<file path="src/rtl/sqrt_sweep_if.sv">
// Bus between the sweep sequencer, the N-value memory, the sqrt core and the result/display side.
interface sqrt_sweep_if #(
  parameter int unsigned ADDR_W = 4
) ();
  logic              go;
  logic              step_en;
  logic [ADDR_W-1:0] mem_addr;
  logic [7:0]        mem_data;
  logic              sq_st;
  logic [7:0]        sq_n;
  logic              sq_done;
  logic [3:0]        sq_root;
  logic              res_valid;
  logic [ADDR_W-1:0] res_addr;
  logic [7:0]        res_n;
  logic [3:0]        res_root;
  logic              busy;
  logic              sweep_done;
  logic              timeout_err;

  modport master (
    input  go, step_en, mem_data, sq_done, sq_root,
    output mem_addr, sq_st, sq_n, res_valid, res_addr, res_n, res_root,
           busy, sweep_done, timeout_err
  );

  modport slave (
    output go, step_en, mem_data, sq_done, sq_root,
    input  mem_addr, sq_st, sq_n, res_valid, res_addr, res_n, res_root,
           busy, sweep_done, timeout_err
  );
endinterface

</file>
<file path="src/rtl/sqrt_sweep_ctrl.sv">
// Sequencer walking the N-value memory through the iterative sqrt unit, one result beat per word.
// Define SQRT_SWEEP_LOOP_EN for continuous sweeping with go-while-busy as a stop request.
module sqrt_sweep_ctrl #(
  parameter int unsigned ADDR_W      = 4,
  parameter int unsigned LAST_ADDR   = 15,
  parameter int unsigned TIMEOUT_CYC = 64
) (
  input  logic          clk,
  input  logic          rst,
  sqrt_sweep_if.master  bus
);
  localparam int unsigned TW = (TIMEOUT_CYC > 2) ? $clog2(TIMEOUT_CYC) : 1;

  typedef enum logic [3:0] {
    S_IDLE, S_FETCH, S_LOAD, S_START, S_WAIT_LO, S_WAIT_HI, S_EMIT, S_HOLD, S_DONE
  } state_e;

  state_e            state_q, state_d;
  logic [ADDR_W-1:0] cnt_q, cnt_d;
  logic [TW-1:0]     tcnt_q, tcnt_d;
  logic [ADDR_W-1:0] mem_addr_q, mem_addr_d;
  logic              sq_st_q, sq_st_d;
  logic [7:0]        sq_n_q, sq_n_d;
  logic              res_valid_q, res_valid_d;
  logic [ADDR_W-1:0] res_addr_q, res_addr_d;
  logic [7:0]        res_n_q, res_n_d;
  logic [3:0]        res_root_q, res_root_d;
  logic              busy_q, busy_d;
  logic              sweep_done_q, sweep_done_d;
  logic              timeout_err_q, timeout_err_d;
`ifdef SQRT_SWEEP_LOOP_EN
  logic              stop_q, stop_d;
`endif

  // Next state plus next value of every registered output.
  always_comb begin
    state_d       = state_q;
    cnt_d         = cnt_q;
    tcnt_d        = tcnt_q;
    sq_n_d        = sq_n_q;
    res_addr_d    = res_addr_q;
    res_n_d       = res_n_q;
    res_root_d    = res_root_q;
    timeout_err_d = timeout_err_q;
`ifdef SQRT_SWEEP_LOOP_EN
    stop_d        = stop_q;
`endif
    case (state_q)
      S_IDLE, S_DONE: begin
        if (bus.go) begin
          state_d       = S_FETCH;
          cnt_d         = '0;
          timeout_err_d = 1'b0;
`ifdef SQRT_SWEEP_LOOP_EN
          stop_d        = 1'b0;
`endif
        end
      end
      S_FETCH: state_d = S_LOAD;
      S_LOAD: begin
        sq_n_d  = bus.mem_data;
        state_d = S_START;
      end
      S_START: begin
        tcnt_d  = '0;
        state_d = S_WAIT_LO;
      end
      S_WAIT_LO, S_WAIT_HI: begin
        // A done seen in WAIT_LO only acknowledges the start; a real result needs WAIT_HI.
        if (state_q == S_WAIT_HI && bus.sq_done) begin
          res_addr_d = cnt_q;
          res_n_d    = sq_n_q;
          res_root_d = bus.sq_root;
          state_d    = S_EMIT;
        end else if (tcnt_q == TW'(TIMEOUT_CYC - 1)) begin
          timeout_err_d = 1'b1;
          state_d       = S_DONE;
        end else begin
          tcnt_d = tcnt_q + TW'(1);
          if (state_q == S_WAIT_LO && !bus.sq_done) state_d = S_WAIT_HI;
        end
      end
      S_EMIT: state_d = S_HOLD;
      S_HOLD: begin
        if (bus.step_en) begin
`ifdef SQRT_SWEEP_LOOP_EN
          if (stop_q || bus.go) begin
            state_d = S_DONE;
          end else begin
            cnt_d   = (cnt_q == ADDR_W'(LAST_ADDR)) ? '0 : cnt_q + ADDR_W'(1);
            state_d = S_FETCH;
          end
`else
          if (cnt_q == ADDR_W'(LAST_ADDR)) begin
            state_d = S_DONE;
          end else begin
            cnt_d   = cnt_q + ADDR_W'(1);
            state_d = S_FETCH;
          end
`endif
        end
      end
      default: state_d = S_IDLE;
    endcase
`ifdef SQRT_SWEEP_LOOP_EN
    if (!(state_q inside {S_IDLE, S_DONE}) && bus.go) stop_d = 1'b1;
`endif
    mem_addr_d   = (state_d == S_FETCH) ? cnt_d : mem_addr_q;
    sq_st_d      = (state_d == S_START);
    res_valid_d  = (state_d == S_EMIT);
    busy_d       = !(state_d inside {S_IDLE, S_DONE});
    sweep_done_d = (state_d == S_DONE);
  end

  always_ff @(posedge clk) begin
    if (rst) begin
      state_q       <= S_IDLE;
      cnt_q         <= '0;
      tcnt_q        <= '0;
      mem_addr_q    <= '0;
      sq_st_q       <= 1'b0;
      sq_n_q        <= '0;
      res_valid_q   <= 1'b0;
      res_addr_q    <= '0;
      res_n_q       <= '0;
      res_root_q    <= '0;
      busy_q        <= 1'b0;
      sweep_done_q  <= 1'b0;
      timeout_err_q <= 1'b0;
`ifdef SQRT_SWEEP_LOOP_EN
      stop_q        <= 1'b0;
`endif
    end else begin
      state_q       <= state_d;
      cnt_q         <= cnt_d;
      tcnt_q        <= tcnt_d;
      mem_addr_q    <= mem_addr_d;
      sq_st_q       <= sq_st_d;
      sq_n_q        <= sq_n_d;
      res_valid_q   <= res_valid_d;
      res_addr_q    <= res_addr_d;
      res_n_q       <= res_n_d;
      res_root_q    <= res_root_d;
      busy_q        <= busy_d;
      sweep_done_q  <= sweep_done_d;
      timeout_err_q <= timeout_err_d;
`ifdef SQRT_SWEEP_LOOP_EN
      stop_q        <= stop_d;
`endif
    end
  end

  assign bus.mem_addr    = mem_addr_q;
  assign bus.sq_st       = sq_st_q;
  assign bus.sq_n        = sq_n_q;
  assign bus.res_valid   = res_valid_q;
  assign bus.res_addr    = res_addr_q;
  assign bus.res_n       = res_n_q;
  assign bus.res_root    = res_root_q;
  assign bus.busy        = busy_q;
  assign bus.sweep_done  = sweep_done_q;
  assign bus.timeout_err = timeout_err_q;
endmodule

</file>
<file path="src/flat_wrapper.sv">
// flat-port wrapper written by rule: the top's interface ports become plain ports
module sqrt_sweep_ctrl_flat 
#(
  parameter int unsigned ADDR_W      = 4,
  parameter int unsigned LAST_ADDR   = 15,
  parameter int unsigned TIMEOUT_CYC = 64
)
  (clk, rst, bus_go, bus_step_en, bus_mem_data, bus_sq_done, bus_sq_root, bus_mem_addr, bus_sq_st, bus_sq_n, bus_res_valid, bus_res_addr, bus_res_n, bus_res_root, bus_busy, bus_sweep_done, bus_timeout_err);
  sqrt_sweep_if #(.ADDR_W(ADDR_W)) bus_i ();
  input  logic clk;
  input  logic rst;
  input wire logic [$bits(bus_i.go)-1:0] bus_go;
  input wire logic [$bits(bus_i.step_en)-1:0] bus_step_en;
  input wire logic [$bits(bus_i.mem_data)-1:0] bus_mem_data;
  input wire logic [$bits(bus_i.sq_done)-1:0] bus_sq_done;
  input wire logic [$bits(bus_i.sq_root)-1:0] bus_sq_root;
  output wire logic [$bits(bus_i.mem_addr)-1:0] bus_mem_addr;
  output wire logic [$bits(bus_i.sq_st)-1:0] bus_sq_st;
  output wire logic [$bits(bus_i.sq_n)-1:0] bus_sq_n;
  output wire logic [$bits(bus_i.res_valid)-1:0] bus_res_valid;
  output wire logic [$bits(bus_i.res_addr)-1:0] bus_res_addr;
  output wire logic [$bits(bus_i.res_n)-1:0] bus_res_n;
  output wire logic [$bits(bus_i.res_root)-1:0] bus_res_root;
  output wire logic [$bits(bus_i.busy)-1:0] bus_busy;
  output wire logic [$bits(bus_i.sweep_done)-1:0] bus_sweep_done;
  output wire logic [$bits(bus_i.timeout_err)-1:0] bus_timeout_err;
  assign bus_i.go = bus_go;
  assign bus_i.step_en = bus_step_en;
  assign bus_i.mem_data = bus_mem_data;
  assign bus_i.sq_done = bus_sq_done;
  assign bus_i.sq_root = bus_sq_root;
  assign bus_mem_addr = bus_i.mem_addr;
  assign bus_sq_st = bus_i.sq_st;
  assign bus_sq_n = bus_i.sq_n;
  assign bus_res_valid = bus_i.res_valid;
  assign bus_res_addr = bus_i.res_addr;
  assign bus_res_n = bus_i.res_n;
  assign bus_res_root = bus_i.res_root;
  assign bus_busy = bus_i.busy;
  assign bus_sweep_done = bus_i.sweep_done;
  assign bus_timeout_err = bus_i.timeout_err;
  sqrt_sweep_ctrl #(.ADDR_W(ADDR_W), .LAST_ADDR(LAST_ADDR), .TIMEOUT_CYC(TIMEOUT_CYC)) u_core (.clk(clk), .rst(rst), .bus(bus_i));
endmodule
</file>
<file path="config.mk">
export PLATFORM = sky130hd
export DESIGN_NAME = sqrt_sweep_ctrl_flat
export DESIGN_NICKNAME = d
export VERILOG_FILES = /design/src/rtl/sqrt_sweep_if.sv /design/src/rtl/sqrt_sweep_ctrl.sv /design/src/flat_wrapper.sv
export SDC_FILE = /design/constraint.sdc
export NUM_CORES = 1
export LEC_CHECK = 0
export CORE_MARGIN = 1.5
export CORE_UTILIZATION = 48
export CTS_CLUSTER_SIZE = 25
export DETAILED_ROUTE_END_ITERATION = 7
export PLACE_DENSITY = 0.84
export SYNTH_ARGS = -nofsm -noshare
export SYNTH_HDL_FRONTEND = slang
export SYNTH_SLANG_ARGS = --single-unit
</file>
<file path="constraint.sdc">
create_clock -name clk -period 2.4 [get_ports clk]
set_input_delay 0.6 -clock clk [delete_from_list [all_inputs] [get_ports clk]]
set_output_delay 0.6 -clock clk [all_outputs]
set_load 0.01 [all_outputs]
</file>
==> key figures <==
Routing
  – Vias/cell: 5.26
  – Drt pass-1 iters: 4
  – Post-DRT Antenna Nets: 0
  – Routed WL: 4550 µm
  – DRT iter0 DRCs: 123
  – Total number of vias: 1798
  – DRC viols: 0
  – Routed length per instance: 13.3 µm

Critical path
  – Crit path required time: 2590 ps
  – CP startpoint kind: input pin
  – CP max stage delay: 470 ps
  – Slowest-stage cell, CP: clkdlybuf4s50_1
  – Setup crit end kind: register
  – WS Path Type: in2reg
  – Crit Path Max Fanout: 3
  – WP data arrival: 2160 ps
  – Critical path, cell by cell: clkdlybuf4s50_1, nor4b_1, buf_4, a211oi_2, a211oi_4, mux2_1
  – R2R setup slack: 510 ps

Cells and area
  – Area grow syn2layout: 34.0%
  – # diodes: 0
  – Fin util: 0.668
  – Layout cell share with drive strength beyond 1: 0.0753
  – Post-route cell area: 2670 µm²
  – Net count, final: 311

Hold path
  – Worst min path class: reg2reg

Clock tree
  – Cts repair resizes: 0
  – CTS Buffer Depth: 2
  – CTS tree: yes
  – Setup bufs post-CTS: 0
  – H-tree levels: 2
  – Clock slew at reported path FFs: 80 ps
  – Cts bufs inserted: 5
  – # clock sinks: 47
  – Worst-skew pair later-pin latency: 290 ps
  – Root Driver: clkbuf_8
  – Hold buffers post-CTS: 0

Timing
  – Final setup margin: 432 ps
  – Clk_skew: 6.49 ps
  – RSZ-0062 raised after global routing: false
  – Worst-Margin Slew: 595 ps
  – Fin crit share: 0.820
  – Fmax: 508 MHz
  – Final Critical Period: 1970 ps
  – Slew headroom: 0.601
  – Final setup fails: 0
  – Max Slew Vio Count: 0
  – Final Hold Fails: 0
  – Setup TNS: 0 ps

Yosys
  – Post-synthesis net count: 259
  – Synth Instances: 240
  – EDFF count, synth: 0
  – #FFs+latches synth: 47
  – Yosys cell types: 43
  – Post-synth ARST share: 0
  – Top FF cell, synth: dfxtp_1
  – Mapped Avg Cell Area: 8.30 µm²
  – Yosys warnings: 0
  – Sequential share of the synthesized area: 0.472
  – Cell area after synthesis: 1990 µm²

Placed design
  – DP HPWL: 3360 µm
  – Routability Congestion: 0.852
  – Placed cell area: 2570 µm²
  – Port Buffers: 49
  – Place WS: 105 ps

Global routing
  – Initial antenna violation count: 0
  – Largest net degree at the start of global routing: 19
  – First-pass GRT wire length: 7110 µm
  – Vias in the first global route: 1616
  – Total global routing overflow: 0
  – Aggregate global-route resource usage: 0.204

Flow run
  – Max-Cap Viols: 0

Status
  – Run status: complete, no violations

Floorplanning
  – Core Box Area: 4000 µm²
  – IO Pins: 50
  – Die height: 67.4 µm
  – Chip Width: 67.4 µm
  – Starting Density: 0.498
  – Site Rows: 23
  – Die area: 4550 µm²

Pwr
  – Pwr dens: 768 nW/µm²
  – Lkg Pwr: 0.958 nW
  – Peak supply drop: 0.538 mV
  – Design Power: 0.00205 W
-- worst max-delay path: cells and delay by family --
family / cells / cell delay, ps
and+or+nand+nor: 1 / 230
buffers and inverters: 2 / 640
muxes: 1 / 340
AOI/OAI and AO/OA: 2 / 350
-- area by class of cell --
type | count | area (µm²)
Clock inverter | 1 | 30.0
Inverter | 6 | 22.5
Sequential cell | 47 | 941
Tap cell | 50 | 62.6
Fill cell | 340 | 1330
Clock buffer | 6 | 72.6
Multi-Input combinational cell | 172 | 970
Timing Repair Buffer | 60 | 573
-- layout by cell type (no fill, tap or decap), types with 2 or more instances in the layout --
master,netlist,final
a31o_2,2,2
nor4b_1,2,2
nor2_1,7,7
mux2i_1,4,4
nand2b_1,6,6
clkdlybuf4s50_1,0,49
buf_4,0,11
clkbuf_8,0,5
inv_1,5,5
nor3b_1,2,2
mux2_1,2,2
o21ai_0,7,7
dfxtp_1,47,47
and2_1,5,5
nor2b_1,2,2
a21oi_1,32,32
nand2_1,61,61
nand3_1,6,6
a211o_1,2,2
and3_1,3,3
a221oi_1,2,2
nand4_1,3,3
nor3_1,3,3
ha_1,2,2
-- power by group --
part           total, W  switching [W]  internal (W)
clock          0.000549       0.000243      0.000305
sequential     0.000912      0.0000682      0.000844
combinational  0.000590       0.000303      0.000286
total           0.00205       0.000615       0.00144
-- synthesized netlist by cell type (2+ instances only) --
library cell / count / share of area
nor2_1: 7 / 0.013
nor3_1: 3 / 0.0075
ha_1: 2 / 0.013
nand2b_1: 6 / 0.019
a211o_1: 2 / 0.0088
dfxtp_1: 47 / 0.47
nor3b_1: 2 / 0.0075
a21oi_1: 32 / 0.080
a31o_2: 2 / 0.0088
a221oi_1: 2 / 0.0088
mux2_1: 2 / 0.011
clkbuf_1: 12 / 0.023
nand4_1: 3 / 0.0094
inv_1: 5 / 0.0094
nand2_1: 61 / 0.11
buf_2: 3 / 0.0075
nor4b_1: 2 / 0.0088
and2_1: 5 / 0.016
o21ai_0: 7 / 0.018
and3_1: 3 / 0.0094
nor2b_1: 2 / 0.0063
nand3_1: 6 / 0.015
mux2i_1: 4 / 0.020
-- flip-flops by register name, summed over array words and instances, names as in the netlist, 4 cells and up --
register / cells
u_core.state_q: 4
u_core.bus.mem_addr: 4
u_core.cnt_q: 4
u_core.bus.res_root: 4
u_core.bus.res_n: 8
u_core.tcnt_q: 6
u_core.bus.res_addr: 4
u_core.bus.sq_n: 8
-- final timing paths --
check | from | endpoint | cells after the start
worst min-delay path | u_core.bus.res_addr[1]$_SDFFE_PP0P_ | u_core.bus.res_addr[1]$_SDFFE_PP0P_ | 2
worst max register to register | u_core.state_q[1]$_SDFF_PP0_ | u_core.bus.mem_addr[2]$_SDFFE_PP0N_ | 4
worst min register to register | u_core.bus.res_addr[1]$_SDFFE_PP0P_ | u_core.bus.res_addr[1]$_SDFFE_PP0P_ | 2
worst max-delay path | bus_go | u_core.bus.mem_addr[2]$_SDFFE_PP0N_ | 6
-- layer usage --
| metal | up-vias | GRT usage | share of wire |
|---|---|---|---|
| met3 | 5 | 0.0450 | 0.029 |
| met4 | 0 | 0.0587 | 0.0064 |
| met5 | - | 0 | 0 |
| met2 | 32 | 0.350 | 0.49 |
| met1 | 835 | 0.257 | 0.47 |
| li1 | 926 | - | - |
-- kinds of logic (layout without fill, tap and decap cells) --
| kind of cell | count (synthesis) | after routing | synth area share |
|---|---|---|---|
| XOR/XNOR | 1 | 1 | 0.00440 |
| AND/OR/NAND/NOR | 107 | 107 | 0.260 |
| AO/OA/AOI/OAI | 56 | 56 | 0.178 |
| buffers and inverters | 21 | 73 | 0.0414 |
| flip-flops | 47 | 47 | 0.472 |
| adder cells (fa/ha/maj) | 2 | 2 | 0.0126 |
| multiplexers | 6 | 6 | 0.0314 |
-- metrics by stage --
step | cells | hold WS [ps]
2_1_floorplan | 240 | 438
3_3_place_gp | 335 | 441
3_5_place_dp | 335 | 446
4_1_cts | 342 | 457
5_1_grt | 342 | 481
6_report | 342 | 456
Power figures use the tool's default switching activity.
